<file path="config.mk">
export PLATFORM = sky130hd
export DESIGN_NAME = level_sequencer_flat
export DESIGN_NICKNAME = d
export VERILOG_FILES = /design/src/rtl/level_sequencer_pkg.sv /design/src/rtl/level_sequencer_if.sv /design/src/rtl/level_sequencer_word_rom.sv /design/src/rtl/level_sequencer.sv /design/src/flat_wrapper.sv
export SDC_FILE = /design/constraint.sdc
export NUM_CORES = 1
export LEC_CHECK = 0
export ABC_AREA = 1
export CAP_MARGIN = 15
export CELL_PAD_IN_SITES_DETAIL_PLACEMENT = 1
export CELL_PAD_IN_SITES_GLOBAL_PLACEMENT = 1
export CORE_MARGIN = 1
export CORE_UTILIZATION = 34
export CTS_CLUSTER_DIAMETER = 40
export DETAILED_ROUTE_END_ITERATION = 10
export PLACE_DENSITY = 0.76
export SLEW_MARGIN = 20
export SYNTH_ARGS = -nofsm -noshare
export SYNTH_HDL_FRONTEND = slang
export SYNTH_SLANG_ARGS = --single-unit
</file>
<file path="constraint.sdc">
create_clock -name clk -period 3.2 [get_ports clk]
set_input_delay 0.48 -clock clk [delete_from_list [all_inputs] [get_ports clk]]
set_output_delay 0.48 -clock clk [all_outputs]
set_load 0.01 [all_outputs]
</file>
<file path="src/rtl/level_sequencer_pkg.sv">
// rtl/level_sequencer_pkg.sv - shared encodings, target words and decode helpers
package level_sequencer_pkg;

   localparam int MAX_LEN = 8;

   typedef enum logic [2:0] {
      PAGE_START    = 3'd0,
      PAGE_PRACTICE = 3'd1,
      PAGE_LVL1     = 3'd2,
      PAGE_LVL2     = 3'd3,
      PAGE_LVL3     = 3'd4,
      PAGE_DONE     = 3'd5,
      PAGE_FAIL     = 3'd6
   } page_e;

   typedef enum logic [2:0] {
      ST_START,
      ST_PRACTICE,
      ST_PLAY,
      ST_DONE,
      ST_FAIL
   } state_e;

   // Words are right-justified: first letter in the most significant used byte.
   localparam logic [8*MAX_LEN-1:0] WORD_L1 = {40'd0, "SOS"};
   localparam logic [8*MAX_LEN-1:0] WORD_L2 = {32'd0, "HELP"};
   localparam logic [8*MAX_LEN-1:0] WORD_L3 = {16'd0, "ESCAPE"};
   localparam logic [3:0] LEN_L1 = 4'd3;
   localparam logic [3:0] LEN_L2 = 4'd4;
   localparam logic [3:0] LEN_L3 = 4'd6;

   function automatic page_e level_page(input logic [1:0] lvl);
      case (lvl)
         2'd2:    return PAGE_LVL2;
         2'd3:    return PAGE_LVL3;
         default: return PAGE_LVL1;
      endcase
   endfunction

   // The mode a state belongs to; DONE/FAIL still belong to the level that produced them.
   function automatic page_e mode_page(input state_e st, input logic [1:0] lvl);
      case (st)
         ST_START:    return PAGE_START;
         ST_PRACTICE: return PAGE_PRACTICE;
         default:     return level_page(lvl);
      endcase
   endfunction

   function automatic page_e page_decode(input state_e st, input logic [1:0] lvl);
      case (st)
         ST_DONE: return PAGE_DONE;
         ST_FAIL: return PAGE_FAIL;
         default: return mode_page(st, lvl);
      endcase
   endfunction

endpackage

</file>
<file path="src/rtl/level_sequencer_if.sv">
// rtl/level_sequencer_if.sv - switch/letter/tick inputs and display outputs bundle
interface level_sequencer_if;
   logic       practice;
   logic [2:0] lvl_sw;
   logic       letter_valid;
   logic [7:0] letter;
   logic       sec_tick;
   logic [2:0] page_sel;
   logic [3:0] letter_idx;
   logic [1:0] lives_left;
   logic [7:0] time_left;
   logic       level_won;

   modport master (
      output practice, lvl_sw, letter_valid, letter, sec_tick,
      input  page_sel, letter_idx, lives_left, time_left, level_won
   );

   modport slave (
      input  practice, lvl_sw, letter_valid, letter, sec_tick,
      output page_sel, letter_idx, lives_left, time_left, level_won
   );
endinterface

</file>
<file path="src/rtl/level_sequencer_word_rom.sv">
// rtl/level_sequencer_word_rom.sv - combinational target word lookup
module word_rom
   import level_sequencer_pkg::*;
(
   input  logic [1:0] level,
   input  logic [3:0] index,
   output logic [7:0] target_char,
   output logic [3:0] length
);

   logic [8*MAX_LEN-1:0] word;
   logic [2:0]           pos;

   // Select the word for the level and pick the letter at index; out-of-range gives 0.
   always_comb begin
      case (level)
         2'd1: begin word = WORD_L1; length = LEN_L1; end
         2'd2: begin word = WORD_L2; length = LEN_L2; end
         2'd3: begin word = WORD_L3; length = LEN_L3; end
         default: begin word = '0; length = 4'd0; end
      endcase
      pos = 3'(length - 4'd1 - index);
      target_char = (index < length) ? word[{pos, 3'b000} +: 8] : 8'h00;
   end

endmodule

</file>
<file path="src/rtl/level_sequencer.sv">
// rtl/level_sequencer.sv - game mode sequencer: practice, timed levels, done/fail pages
module level_sequencer
   import level_sequencer_pkg::*;
#(
   parameter int TIME_LIMIT = 60,
   parameter int LIVES      = 3
)
(
   input logic               clk,
   input logic               reset,
   level_sequencer_if.slave  bus
);

   localparam logic [7:0] TIME_INIT  = TIME_LIMIT[7:0];
   localparam logic [1:0] LIVES_INIT = LIVES[1:0];

   state_e     state_q, state_d;
   page_e      page_q;
   page_e      req_page;
   logic [1:0] level_q, level_d;
   logic [3:0] idx_q, idx_d;
   logic [1:0] lives_q, lives_d;
   logic [7:0] time_q, time_d;
   logic       won_q, won_d;
   logic       finished;
   logic [7:0] rom_char;
   logic [3:0] rom_len;

   word_rom u_word_rom (
      .level       (level_q),
      .index       (idx_q),
      .target_char (rom_char),
      .length      (rom_len)
   );

   // Requested mode from the switches: practice first, then lowest numbered level.
   always_comb begin
      req_page = PAGE_START;
      if (bus.practice)       req_page = PAGE_PRACTICE;
      else if (bus.lvl_sw[0]) req_page = PAGE_LVL1;
      else if (bus.lvl_sw[1]) req_page = PAGE_LVL2;
      else if (bus.lvl_sw[2]) req_page = PAGE_LVL3;
   end

   // Next state: a mode change wins; otherwise letters are scored before the tick.
   always_comb begin
      state_d  = state_q;
      level_d  = level_q;
      idx_d    = idx_q;
      lives_d  = lives_q;
      time_d   = time_q;
      won_d    = 1'b0;
      finished = 1'b0;
      if (req_page != mode_page(state_q, level_q)) begin
         idx_d   = 4'd0;
         lives_d = LIVES_INIT;
         time_d  = TIME_INIT;
         case (req_page)
            PAGE_START:    state_d = ST_START;
            PAGE_PRACTICE: state_d = ST_PRACTICE;
            PAGE_LVL2:     begin state_d = ST_PLAY; level_d = 2'd2; end
            PAGE_LVL3:     begin state_d = ST_PLAY; level_d = 2'd3; end
            default:       begin state_d = ST_PLAY; level_d = 2'd1; end
         endcase
      end else begin
         case (state_q)
            ST_PRACTICE: begin
               if (bus.letter_valid) idx_d = idx_q + 4'd1;
            end
            ST_PLAY: begin
               if (bus.letter_valid) begin
                  if (bus.letter == rom_char) begin
                     if (idx_q == rom_len - 4'd1) begin
                        state_d  = ST_DONE;
                        won_d    = 1'b1;
                        idx_d    = rom_len;
                        finished = 1'b1;
                     end else begin
                        idx_d = idx_q + 4'd1;
                     end
                  end else begin
                     idx_d = 4'd0;
                     if (lives_q == 2'd1) begin
                        lives_d = 2'd0;
                        state_d = ST_FAIL;
                     end else begin
                        lives_d = lives_q - 2'd1;
                     end
                  end
               end
               // A completing letter freezes the clock at its pre-tick value.
               if (bus.sec_tick && !finished) begin
                  if (time_q == 8'd1) begin
                     time_d  = 8'd0;
                     state_d = ST_FAIL;
                  end else begin
                     time_d = time_q - 8'd1;
                  end
               end
            end
            default: ;
         endcase
      end
   end

   // State and output registers; page_sel is decoded from the next state so it tracks state.
   always_ff @(posedge clk) begin
      if (reset) begin
         state_q <= ST_START;
         level_q <= 2'd1;
         idx_q   <= 4'd0;
         lives_q <= LIVES_INIT;
         time_q  <= TIME_INIT;
         won_q   <= 1'b0;
         page_q  <= PAGE_START;
      end else begin
         state_q <= state_d;
         level_q <= level_d;
         idx_q   <= idx_d;
         lives_q <= lives_d;
         time_q  <= time_d;
         won_q   <= won_d;
         page_q  <= page_decode(state_d, level_d);
      end
   end

   assign bus.page_sel   = page_q;
   assign bus.letter_idx = idx_q;
   assign bus.lives_left = lives_q;
   assign bus.time_left  = time_q;
   assign bus.level_won  = won_q;

endmodule

</file>
<file path="src/flat_wrapper.sv">
// flat-port wrapper written by rule: the top's interface ports become plain ports
module level_sequencer_flat import level_sequencer_pkg::*;
#(
   parameter int TIME_LIMIT = 60,
   parameter int LIVES      = 3
)
  (clk, reset, bus_practice, bus_lvl_sw, bus_letter_valid, bus_letter, bus_sec_tick, bus_page_sel, bus_letter_idx, bus_lives_left, bus_time_left, bus_level_won);
  level_sequencer_if bus_i ();
  input logic clk;
  input logic reset;
  input wire logic [$bits(bus_i.practice)-1:0] bus_practice;
  input wire logic [$bits(bus_i.lvl_sw)-1:0] bus_lvl_sw;
  input wire logic [$bits(bus_i.letter_valid)-1:0] bus_letter_valid;
  input wire logic [$bits(bus_i.letter)-1:0] bus_letter;
  input wire logic [$bits(bus_i.sec_tick)-1:0] bus_sec_tick;
  output wire logic [$bits(bus_i.page_sel)-1:0] bus_page_sel;
  output wire logic [$bits(bus_i.letter_idx)-1:0] bus_letter_idx;
  output wire logic [$bits(bus_i.lives_left)-1:0] bus_lives_left;
  output wire logic [$bits(bus_i.time_left)-1:0] bus_time_left;
  output wire logic [$bits(bus_i.level_won)-1:0] bus_level_won;
  assign bus_i.practice = bus_practice;
  assign bus_i.lvl_sw = bus_lvl_sw;
  assign bus_i.letter_valid = bus_letter_valid;
  assign bus_i.letter = bus_letter;
  assign bus_i.sec_tick = bus_sec_tick;
  assign bus_page_sel = bus_i.page_sel;
  assign bus_letter_idx = bus_i.letter_idx;
  assign bus_lives_left = bus_i.lives_left;
  assign bus_time_left = bus_i.time_left;
  assign bus_level_won = bus_i.level_won;
  level_sequencer #(.TIME_LIMIT(TIME_LIMIT), .LIVES(LIVES)) u_core (.clk(clk), .reset(reset), .bus(bus_i));
endmodule
</file>
After elaboration in Yosys (flattened, before gate mapping)

Cells that the tools add are included.

Add/sub/neg operators: 5
Order comparisons: 1
Eq/ne operators: 20
Shift operators: 1
Multiplexer cells: 35
Bitwise operators: 2
Reduce and logical (&&, ||, !) cells: 12

Operators with widths:

| kind                  | number |
|---|---|
| $pmux W47 S3          | 1 |
| $shiftx A64 B7 Y8     | 1 |
| $mux W3               | 12 |
| $pmux W3 S2           | 5 |
| $mux W4               | 4 |
| $mux W8               | 2 |
| $eq A3 B1 Y1 const B  | 3 |
| $eq A3 B2 Y1 const B  | 3 |
| $logic_not A3 Y1      | 3 |
| $pmux W3 S3           | 1 |
| $eq A2 B2 Y1 const B  | 4 |
| $eq A8 B1 Y1 const B  | 1 |
| $eq A8 B8 Y1          | 1 |
| $pmux W4 S2           | 1 |
| $sub A8 B1 Y8 const B | 1 |
| $eq A3 B3 Y1 const B  | 2 |
| $pmux W2 S3           | 1 |
| $reduce_and A3 Y1     | 2 |
| $mux W1               | 5 |
| $add A4 B1 Y4 const B | 1 |
| $eq A2 B1 Y1 const B  | 2 |
| $eq A4 B4 Y1          | 1 |
| $lt A4 B3 Y1          | 1 |
| $mux W2               | 2 |
| 13 further kinds      | 16 |

Register bits after elaboration: 23
Bits of input ports: 16
Output and inout port bits: 18
Logic and storage cells: 83

Longest topological paths before layout

Depth after elaboration: 19
Gate-level depth with buffers: 26

Hierarchy

From an unflattened synthesis, not the netlist that was laid out.

Cells, all modules: 357
Area, all modules: 2,203.4 um^2

Modules (own cells, without submodules):

| module          | times used | cells each | area an instance (um^2) | seq. area each (um^2) |
|---|---|---|---|---|
| level_sequencer | 1          | 282        | 1,793.0                 | 460.4 |
| word_rom        | 1          | 75         | 410.4                   | 0.0 |

Worst setup path after synthesis

OpenSTA, ideal clock, no wires.

Kind: flip-flop to flip-flop
Start point: reg u_core.level_q[1]
End point: reg u_core.page_q[2], in the netlist u_core.bus.page_sel[2]
Arrival: 2.899 ns
Setup slack: 0.188 ns
Cell stages (with the launch flop): 24
Path buffers: 0
Cell sequence: dfxtp_1 -> inv_1 -> ha_1 -> ha_1 -> fa_1 -> or2_2 -> nand2_1 -> nand2_1 -> nand3_1 -> nand2_1 -> nand2_1 -> nand2_1 -> nor2_1 -> nand3_2 -> nand2_1 -> nand2_1 -> nand2_1 -> nand2_1 -> nand2_1 -> nand2_2 -> nand2_2 -> nand3_2 -> o21ai_1 -> inv_1

Longest elaborated chain between the ends: 19
Elaborated cells on any way between the ends: 40

Ends and longest elaborated chain:

| item                                             | RTL line                                                  | source |
|---|---|---|
| start, declared                                  | level_sequencer.sv:20                                     | `logic [1:0] level_q, level_d;` |
| start signal, assigned                           | level_sequencer.sv:118                                    | `level_q <= level_d;` |
| $eq A2 B2 Y1 or $eq A2 B1 Y1 (tied branches)     | level_sequencer_pkg.sv:33, level_sequencer_word_rom.sv:16 |  |
| $pmux W3 S3                                      | level_sequencer_word_rom.sv:16                            | `case (level)` |
| $sub A3 B1 Y4                                    | level_sequencer.sv:73                                     | `if (idx_q == rom_len - 4'd1) begin` |
| $sub A3 B3 Y3                                    | level_sequencer_word_rom.sv:22                            | `pos = 3'(length - 4'd1 - index);` |
| $shiftx A64 B7 Y8                                | level_sequencer_word_rom.sv:23                            | `target_char = (index < length) ? word[{pos, 3'b000} +: 8] : 8'h00;` |
| $mux W8                                          | level_sequencer_word_rom.sv:23                            |  |
| $eq A8 B8 Y1                                     | level_sequencer.sv:72                                     | `if (bus.letter == rom_char) begin` |
| $mux W1                                          | level_sequencer.sv:72                                     |  |
| (+3 left out)                                    | n/a                                                       |  |
| $logic_not A1 Y1                                 | level_sequencer.sv:92                                     | `if (bus.sec_tick && !finished) begin` |
| $logic_and A1 B1 Y1                              | level_sequencer.sv:92                                     |  |
| $mux W3                                          | level_sequencer.sv:92                                     |  |
| $mux W3                                          | level_sequencer.sv:66                                     | `case (state_q)` |
| $mux W3                                          | level_sequencer.sv:54                                     | `if (req_page != mode_page(state_q, level_q)) begin` |
| $eq A3 B1 Y1 or $logic_not A3 Y1 (tied branches) | n/a                                                       |  |
| $pmux W3 S2                                      | level_sequencer_pkg.sv:42                                 | `case (st)` |
| $pmux W3 S2 *                                    | level_sequencer_pkg.sv:50                                 | `case (st)` |
| end signal, assigned                             | level_sequencer.sv:123                                    | `page_q <= page_decode(state_d, level_d);` |
| end, declared                                    | level_sequencer.sv:18                                     | `page_e page_q;` |

Every way passes the cells marked *; elsewhere a longest branch is shown, timed or not. The select of a mux whose other input is x is not followed.
A chain may end at the register's enable or synchronous reset.

Final worst setup path

Ends and elaborated chain as after synthesis.

==> results by group <==
Status
  – Status: finished clean

CTS
  – CTS Sinks: 23
  – Post-CTS Hold Buffers: 0
  – Clock Tree Buf Depth: 2
  – Worst-Skew Late Latency: around 0.27 ns
  – CTS tree: yes
  – H-tree depth reported by CTS: 1
  – Clock transition at the registers of the reported paths: roughly 0.090 ns
  – TritonCTS Buffers: 3
  – Clock Tree Root: clkbuf_8

Timing
  – Fin. Hold Viols: 0
  – Slew Limit Fails: 0
  – Period minus WS final: between 3 and 4 ns
  – Clock skew: 0.00459 ns
  – WHS: 0.530 ns
  – Setup-failing EPs final: 0
  – Worst-Margin Slew: around 0.34 ns
  – Unrepaired setup endpoints after global routing: true
  – Max-slew headroom: 77.6%
  – FMAX: about 320 MHz
  – Part of the cycle the worst path needs: a little over nine tenths
  – Worst setup margin: 0.101 ns

Floorplan
  – Die ar.: between 6000 and 7000 um^2
  – Die height: about 80 um
  – Core Area: about 5700 um^2
  – Die Wd: between 70 and 80 um
  – I/O pins: 34
  – Initial Util: 36.2%
  – Floorplan row count: 27

Global routing
  – Pin count of the biggest net entering global routing: 16
  – Number of global-route vias before repair: ~2.2k
  – Global Route Usage Sum: 20.2%
  – Antenna violations before repair: 0
  – First-pass GRT wire length: between 10 and 15 mm
  – Gr ovfl total: 0

Place
  – DP Worst Slack: about 0.0077 ns
  – Port Buf Inserts: 33
  – Routability Congestion: between 0.8 and 0.9
  – Placed Cells: around 430
  – Dpl hpwl: between 4 and 5 mm

Synth
  – Yosys top cell by area: dfxtp_1
  – #FFs+latches synth: 23
  – Synthesized Nets: about 350
  – Synth top cells by count: 80 x nand2_1, 50 x inv_1, 30 x nor2_1
  – Top_reg_cell synth: dfxtp_1
  – Most numerous cell in the Yosys netlist: nand2_1
  – Library cells used by synthesis: 36
  – Seq/Total Area, Yosys: ~22%
  – Post-synth EDFFs: 0
  – Synth Instances: around 310
  – Syn. warnings: 0
  – Synth top area cells: dfxtp_1 22%, nand2_1 15%, ha_1 9.7%
  – Share of Yosys cell area claimed by the top area cell type: 22.4%
  – Synthesized cell area: 2050 um^2
  – Async set-or-reset flop fraction in the synthesized netlist: 0%
  – Avg Inst Size Synth: between 6 and 7 um^2

Run
  – Number of max-cap violations: 0

Setup path
  – CP Max Fanout: 8
  – Most frequent cell on the critical path: nand2_1
  – R2R Setup Slk: about 0.10 ns
  – Slowest-stage cell, CP: fa_2
  – Worst setup path start: u_core.level_q[1]
  – WP data arrival: about 3.3 ns
  – FF-to-FF Start: u_core.level_q[1]
  – Worst setup path end: u_core.bus.page_sel[2]
  – WS Path Type: reg -> reg
  – RR Endpoint: u_core.bus.page_sel[2]
  – R2r worst-path depth: 25
  – CP max stage delay: about 0.7 ns
  – Startpoint types: flop
  – Crit end category: flop
  – CP required: roughly 3.4 ns

Power
  – Leak: ~1.3 nW
  – Max IR drop VDD: approximately 160 uV
  – Total power: between 0.0009 and 0.001 W
  – PwrDens: around 350 nW/um^2

Route
  – # DRC: 0
  – Drt wl/cell: between 10 and 15 um
  – 1st-pass router iterations: 4
  – Remaining antenna violation count after routing: 0
  – Vias: ~2.2k
  – Routed vias/inst: around 4.9
  – Initial DRC count: 73
  – Routed WL: between 6 and 7 mm

Final layout
  – Ant diodes: 0
  – Share of post-route cells with drive strength above 1: between 20 and 25%
  – Area growth syn-to-layout: 35.3%
  – Post-layout util: roughly 50%
  – Non-Filler Instances: 440
  – Final nets: 402

Hold path
  – HP Class: reg -> reg
-- worst min path at each step --
stage	from	to	slack [ns]	depth (start not counted)
after floorplan	u_core.bus.time_left[1]	u_core.bus.time_left[1]	0.53	2
after CTS	u_core.bus.lives_left[1]	u_core.bus.lives_left[1]	0.53	2
after global routing	u_core.bus.lives_left[1]	u_core.bus.lives_left[1]	0.58	2
final	u_core.bus.lives_left[1]	u_core.bus.lives_left[1]	0.53	2
after global placement	u_core.bus.lives_left[1]	u_core.bus.lives_left[1]	0.52	2
after detailed placement	u_core.bus.lives_left[1]	u_core.bus.lives_left[1]	0.52	2
-- layout by cell type (no fill, tap or decap), drive strengths merged --
cell | synthesis | layout
inv | 52 | 52
xnor2 | 3 | 3
buf | 1 | 18
fa | 1 | 1
a211o | 1 | 1
dfxtp | 23 | 23
xor2 | 8 | 8
clkdlybuf4s50 | 0 | 33
nand2 | 84 | 84
o21ai | 15 | 15
nand3b | 1 | 1
a21oi | 15 | 15
o211a | 1 | 1
nor2 | 33 | 33
nor3 | 8 | 8
o2111ai | 1 | 1
a221oi | 2 | 2
or2 | 3 | 3
nand3 | 30 | 30
o211ai | 3 | 3
o22ai | 1 | 1
clkinv | 0 | 1
nand4 | 10 | 10
a31oi | 1 | 1
clkbuf | 1 | 4
ha | 16 | 16
-- kinds of logic (layout without fill, tap and decap cells) --
logic type	Yosys count	count (layout)	synth area share, %
AOI/OAI and AO/OA	40	40	12.1
xor gates and xnor gates	11	11	4.69
adders and majority gates	17	17	10.7
buffers and inverters	54	108	10.2
DFF	23	23	22.4
and+or+nand+nor	169	169	39.8
-- registers in the layout (all words and copies together), names as in the netlist --
name / cells
u_core.bus.time_left: 8
u_core.bus.letter_idx: 4
u_core.bus.page_sel: 3
u_core.state_q: 3
u_core.bus.lives_left: 2
u_core.level_q: 2
u_core.bus.level_won: 1
-- worst max-delay path, delay by kind of cell, from the launching register on --
| kind | cells | cell delay, ns |
|---|---|---|
| adder cells (fa/ha/maj) | 3 | 1.04 |
| AO/OA/AOI/OAI | 1 | 0.07 |
| buffers and inverters | 3 | 0.17 |
| flip-flops | 1 | 0.34 |
| AND/OR/NAND/NOR | 18 | 1.37 |
-- cell type report --
cell class / count / area [um^2]
well taps: 72 / 90.1
repair buffers: 52 / 507
flip-flops and latches: 23 / 465
clock buffers: 3 / 41.3
clock inverters: 1 / 5.00
inverters: 52 / 195
multi-input cells: 237 / 1480
fillers: 753 / 2900
-- stage by stage --
stage	area, um^2	setup TNS [ns]
2_1_floorplan	2050	0
4_1_cts	2630	0
6_report	2780	0
5_1_grt	2780	-0.440
3_5_place_dp	2580	0
3_3_place_gp	2580	0
-- layer usage --
layer | GRT usage (%) | vias to the layer above | share of wire [%]
li1 | - | 1120 | -
met1 | 25.8 | 1011 | 48
met2 | 36.0 | 22 | 50
met3 | 2.86 | 0 | 1.7
met4 | 3.93 | 0 | 0
met5 | 0 | - | 0
-- where the power goes --
group          switching (W)  internal (W)
clock              0.0000958     0.0000870
sequential         0.0000105      0.000300
combinational       0.000281      0.000191
-- repair_timing --
action / CTS / global route
pin swaps: 0 / 11
setup endpoints to repair: 1 / 14
buffers inserted: 0 / 4
endpoints found under the hold margin: 0 / 0
resized for setup: 1 / 34
gates cloned: 0 / 1
No activity file was read; power rests on OpenSTA's default activity.
